===== src/rtl/hs_pulse_rx.sv =====
// hs_pulse_rx: four-phase req/ack receiver with bundled data.
// Synchronises req_a, delivers data_a downstream, returns ack_b.
// Ports: clkb, rst (sync, active-high); req_a, data_a in;
//   ack_b out; data_outb/valid_outb/ready_inb downstream;
//   pulse_outb, err_outb strobes; busy_b; evt_cnt.
// Macro HS_PULSE_RX_CNT_EN builds the evt_cnt counter,
//   otherwise evt_cnt is tied to 0.
module hs_pulse_rx #(
  parameter int SYNC_STAGES = 2,
  parameter int DW          = 8,
  parameter int CW          = 16
) (
  input  logic          clkb,
  input  logic          rst,
  input  logic          req_a,
  input  logic [DW-1:0] data_a,
  output logic          ack_b,
  output logic [DW-1:0] data_outb,
  output logic          valid_outb,
  input  logic          ready_inb,
  output logic          pulse_outb,
  output logic          err_outb,
  output logic          busy_b,
  output logic [CW-1:0] evt_cnt
);

  typedef enum logic [1:0] {
    IDLE    = 2'd0,
    DELIVER = 2'd1,
    ACK     = 2'd2
  } state_t;

  state_t state_q, state_d;

  logic [SYNC_STAGES-1:0] sync_q;
  logic                   req_s;

  logic          ack_q, ack_d;
  logic          valid_q, valid_d;
  logic          pulse_q, pulse_d;
  logic          err_q, err_d;
  logic [DW-1:0] data_q, data_d;
  logic          xfer;

  assign req_s = sync_q[SYNC_STAGES-1];

  always_ff @(posedge clkb) begin
    if (rst) begin
      sync_q <= '0;
    end else begin
      sync_q <= {sync_q[SYNC_STAGES-2:0], req_a};
    end
  end

  always_ff @(posedge clkb) begin
    if (rst) begin
      state_q <= IDLE;
      ack_q   <= 1'b0;
      valid_q <= 1'b0;
      pulse_q <= 1'b0;
      err_q   <= 1'b0;
      data_q  <= '0;
    end else begin
      state_q <= state_d;
      ack_q   <= ack_d;
      valid_q <= valid_d;
      pulse_q <= pulse_d;
      err_q   <= err_d;
      data_q  <= data_d;
    end
  end

  // Outputs are computed here and registered, so ack_b and the
  // strobes come straight from flops.
  always_comb begin
    state_d = state_q;
    ack_d   = ack_q;
    valid_d = valid_q;
    pulse_d = 1'b0;
    err_d   = 1'b0;
    data_d  = data_q;
    xfer    = 1'b0;
    unique case (state_q)
      IDLE: begin
        ack_d   = 1'b0;
        valid_d = 1'b0;
        if (req_s) begin
          state_d = DELIVER;
          data_d  = data_a;
          valid_d = 1'b1;
          pulse_d = 1'b1;
        end
      end
      DELIVER: begin
        // A ready in the same cycle as the request drop still
        // completes the transfer rather than aborting it.
        if (valid_q && ready_inb) begin
          xfer    = 1'b1;
          state_d = ACK;
          valid_d = 1'b0;
          ack_d   = 1'b1;
        end else if (!req_s) begin
          state_d = IDLE;
          valid_d = 1'b0;
          err_d   = 1'b1;
        end
      end
      ACK: begin
        if (!req_s) begin
          state_d = IDLE;
          ack_d   = 1'b0;
        end
      end
      default: begin
        state_d = IDLE;
        ack_d   = 1'b0;
        valid_d = 1'b0;
      end
    endcase
  end

`ifdef HS_PULSE_RX_CNT_EN
  logic [CW-1:0] cnt_q;

  always_ff @(posedge clkb) begin
    if (rst) begin
      cnt_q <= '0;
    end else if (xfer) begin
      cnt_q <= cnt_q + 1'b1;
    end
  end

  assign evt_cnt = cnt_q;
`else
  logic unused_xfer;

  assign unused_xfer = xfer;
  assign evt_cnt     = '0;
`endif

  assign ack_b      = ack_q;
  assign valid_outb = valid_q;
  assign pulse_outb = pulse_q;
  assign err_outb   = err_q;
  assign data_outb  = data_q;
  assign busy_b     = (state_q != IDLE);

endmodule


===== config.mk =====
export PLATFORM = sky130hd
export DESIGN_NAME = hs_pulse_rx
export DESIGN_NICKNAME = d
export VERILOG_FILES = /design/src/rtl/hs_pulse_rx.sv
export SDC_FILE = /design/constraint.sdc
export NUM_CORES = 1
export LEC_CHECK = 0
export BUFFER_PORTS_ARGS = -buffer_cell sky130_fd_sc_hd__clkbuf_2
export CORE_UTILIZATION = 37
export CTS_CLUSTER_SIZE = 8
export DETAILED_ROUTE_END_ITERATION = 16
export PLACE_DENSITY_LB_ADDON = 0.12
export SLEW_MARGIN = 40
export SYNTH_ARGS = -nofsm -noshare
export SYNTH_HDL_FRONTEND = slang
export SYNTH_SLANG_ARGS = --single-unit

===== constraint.sdc =====
create_clock -name clkb -period 1.1 [get_ports clkb]
set_input_delay 0.33 -clock clkb [delete_from_list [all_inputs] [get_ports clkb]]
set_output_delay 0.33 -clock clkb [all_outputs]
set_load 0.005 [all_outputs]

# Word level (Yosys, flattened, before mapping)
# Cells that the tools add are included.
[op_classes]
n_eq_ne = 6
muxes = 11
bitwise_logic = 3
reduce_logical = 8
[ops]
columns = ["operator", "n"]
rows = [
  ["$mux W2", 3],
  ["$ne A2 B2 Y1 const B", 3],
  ["$pmux W2 S3", 1],
  ["$reduce_and A2 Y1", 3],
  ["$mux W1", 5],
  ["$ne A3 B3 Y1 const B", 1],
  ["$not A1 Y1", 3],
  ["$pmux W1 S3", 1],
  ["$reduce_or A3 Y1", 1],
  ["$eq A2 B1 Y1 const B", 1],
  ["$eq A2 B2 Y1 const B", 1],
  ["$logic_not A2 Y1", 1],
  ["$pmux W1 S2", 1],
  ["$reduce_bool A2 Y1", 1],
  ["$reduce_or A2 Y1", 1],
  ["$logic_and A1 B1 Y1", 1],
]
[word_totals]
reg_bits = 16
input_bits = 12
out_inout_bits = 29

# Longest topological paths before layout
[depth]
depth_word = 3
depth_mapped = 4
ltp_nobuf = 3

# Worst setup path before layout
# OpenSTA, ideal clock, no wires.
[synth_path]
kind = "register to register"
start = "reg state_q[1]"
end = "reg data_q[0], in the netlist data_outb[0]"
t_arrival_ns = 0.909
t_required_ns = 0.972
slack_ns = 0.063
stages_incl_launch_ff = 5
n_path_buf = 1
period_less_slack_ns = 1.037
path_cell_list = "dfxtp_1 -> nor3b_2 -> buf_6 -> mux2i_1 -> nor2_1"
[synth_via]
elab_chain_cells = 2
[synth_rtl]
columns = ["element", "line", "text"]
rows = [
  ["from (decl)", "33", "state_t state_q, state_d;"],
  ["from (signal assigned)", "64", "state_q <= state_d;"],
  ["$logic_not A2 Y1", "83", "unique case (state_q)"],
  ["$reduce_and A2 Y1 (no line)", "-", ""],
  ["to (signal assigned)", "69", "data_q <= data_d;"],
  ["to (decl)", "42", "logic [DW-1:0] data_q, data_d;"],
]
# No other way between the ends.
# A chain may end at the register's enable or synchronous reset.

# Worst setup path after layout
[layout_path]
start = "reg state_q[0]"
end = "out busy_b"
[layout_via]
elab_chain_cells = 1
[layout_rtl]
columns = ["element", "line", "text"]
rows = [
  ["$reduce_bool A2 Y1", "146", "assign busy_b = (state_q != IDLE);"],
  ["to (decl)", "23", "output logic busy_b,"],
]
# No other way between the ends.

==> results.md <==
* Clock transition at the registers of the reported paths at 0.08 ns
* Startpoint type of the worst setup path: flop
* First-pass GRT wire length at 1.79 mm
* Number of enable flip-flop cells after synthesis at 0
* Via count at 543
* Clk sinks at 16
* Placed cells at 123
* Period minus WS final at 1.26 ns
* Largest net degree at the start of global routing at 10
* Mux contribution to synthesized area at 11.4%
* Hold bufs inserted after CTS at 0
* Post-Synth Simple-Gate Area at 16.8%
* Post-synthesis sequential area ratio at 45.8%
* CTS Buffer Depth at 2
* Gr usage total at 12.6%
* CTS tree: built
* Clock skew at 0.00384 ns
* Synth async-reset ratio at 0%
* Core footprint at 1750 um2
* Remaining Overflow, GRT at 0
* Predominant post-synthesis flop cell: dfxtp_1
* Power per Cell Area at 1100 nW/um2
* Initial Utilization at 40.1%
* Initial antenna violation count at 0
* Final core occ at 52.0%
* DR pass1 iterations at 3
* N_diodes at 0
* Mapped cell area at 699 um2
* CP Data Required Time at 0.77 ns
* Final instance area at 908 um2
* RSZ-0062 raised after global routing: true
* Multi-input gate area at 319 um2
* PortBufs at 24
* Synth Area in Compound Gates at 5.55%
* Finished Layout Cells at 129
* Share of cells above drive strength 1 at 48.1%
* DRC errors left at 0
* Max-Cap Viols at 0
* Status: complete, but fails checks
* Setup-failing EPs final at 9
* Placed standard-cell area at 810 um2
* Routability cong. at 0.669
* DR WL/cell at 8.80 um
* Crit end category: primary output
* Crit Path Class: reg2out
* WL final at 1.14 mm
* Worst stage delay on the critical path at 0.32 ns
* Syn Inst Count at 72
* H-tree depth at 1
* YS warnings at 0
* Root Driver: clkbuf_4
* Biggest area consumer among synthesized cells: dfxtp_1
* ANT nets after route at 0
* Synth Register Bits at 16
* Setup_tns at -0.753 ns
* Crit path cell chain: or2_4 > clkbuf_2
* Die X at 45.5 um
* Worst EP arrival at 0.93 ns
* P_leak at 0.435 nW
* FILL cells at 169
* Clk Latency, worst-skew pair at 0.27 ns
* Area Overhead vs Synth at 29.9%
* Row count at 15
* VDD IR-drop max at 0.639 mV
* Crit share post-route at 115%
* Die height at 45.5 um
* Largest family of logic cells by synthesized area: buffers and inverters
* Synth top area share at 45.8%
* Failing checks: negative setup slack
* Syn_area_per_cell at 9.71 um2
* I/O Pins at 41
* Achievable Freq at 791 MHz
* CP max stage cell: dfxtp_2
* Initial DRC count at 3
* Die Footprint at 2070 um2
* HPWL after DPL at 846 um
* Post-layout nets at 118
* Cell variety after synth at 21
* Final hold vios at 0
* Vias in the first global route at 440
* Synth top area cells: dfxtp_1, buf_4, mux2i_1
* Adder-cell share of the synthesized area at 0%
* Slack of the critical path at -0.164 ns
* TritonCTS Buffers at 3
* Worst hold path class: in2reg
* Drt via density at 4.21
* Commonest cells in the netlist: buf_4, dfxtp_1, nor2_1, mux2i_1, nor2b_1
* XOR/XNOR share of the synthesized area at 0%
* Fin. max-slew vios at 0
* Highest fanout seen on the critical path at 2
* Sequential standard cell area at 333 um2
==> logic make-up after synthesis <==
group | count (synthesis)
and+or+nand+nor | 22
buffers and inverters | 19
DFF | 16
muxes | 8
AOI/OAI and AO/OA | 6
other | 1
==> where the power goes <==
group,switching [W],leakage [nW],internal (W),total [W]
Sequential,0.00000728,0.135,0.000597,0.000604
Clock,0.000157,0.0138,0.000127,0.000284
Combinational,0.0000545,0.286,0.0000574,0.000112
==> what timing repair did <==
action | in CTS | in global routing
gates cloned | 1 | 0
setup buffers | 2 | 0
gates resized for setup | 6 | 16
endpoints found under the hold margin | 0 | 0
endpoints found under the setup margin | 2 | 20
pin swaps | 2 | 5
==> cell type report <==
cell class,count,area share [%]
inverters,1,0.413
clock buffers,3,2.48
multi-input cells,52,35.1
well taps,25,3.44
repair buffers,32,21.9
flip-flops and latches,16,36.6
==> cells in the final DEF (no fill, tap or decap) <==
cell type / n
a21oi_1: 2
nor2b_1: 3
a21boi_0: 1
or2_4: 1
nor4bb_2: 1
conb_1: 16
buf_6: 5
dfxtp_1: 6
nand2_1: 2
dfxtp_2: 10
nor2b_2: 1
a22oi_2: 1
o21ai_1: 1
clkbuf_4: 3
nor2_1: 10
inv_1: 1
and2_1: 1
and2b_1: 1
clkbuf_2: 24
o32ai_1: 1
nor3b_4: 1
buf_4: 3
nand3_1: 1
mux2i_1: 8
==> per-stage QoR <==
| stage | total power, W | worst slack (ns) | hold WS, ns |
|---|---|---|---|
| floorplan | 0.000712 | 0.0631 | 0.402 |
| global placement | 0.000716 | 0.0505 | 0.417 |
| detailed placement | 0.000716 | 0.0192 | 0.430 |
| CTS | 0.00101 | -0.179 | 0.254 |
| global route | 0.00106 | -0.204 | 0.275 |
| finish | 0.00100 | -0.164 | 0.264 |
==> layer usage <==
layer	part of all wire [%]	routed length, um	vias to the layer above	global-route usage, %
li1	-	-	268	-
met2	48	550	25	20.6
met1	43	485	248	13.7
met3	6.8	77	2	5.16
met5	0	0	-	0
met4	1.9	21	0	7.27
==> critical path: cells and delay by family (launching register included) <==
kind          cells  cell delay, ns
flops             1            0.32
simple gates      1            0.23
buf+inv           1            0.11
==> flip-flops by register name, summed over array words and instances, names as in the netlist <==
name        cells
state_q         2
valid_outb      1
sync_q          2
ack_b           1
data_outb       8
err_outb        1
pulse_outb      1
==> path summary, 6_finish.rpt <==
check                               start                   endpoint  slack, ns  cells after the start
setup / recovery  state_q[0]$_SDFFE_PP0P_                     busy_b      -0.16                      2
hold / removal                      req_a       sync_q[0]$_SDFF_PP0_       0.26                      2
setup reg to reg  state_q[1]$_SDFFE_PP0P_  data_outb[5]$_SDFFE_PP0P_      -0.09                      5
hold reg to reg      sync_q[0]$_SDFF_PP0_       sync_q[1]$_SDFF_PP0_       0.45                      1
Power figures use the tool's default switching activity.
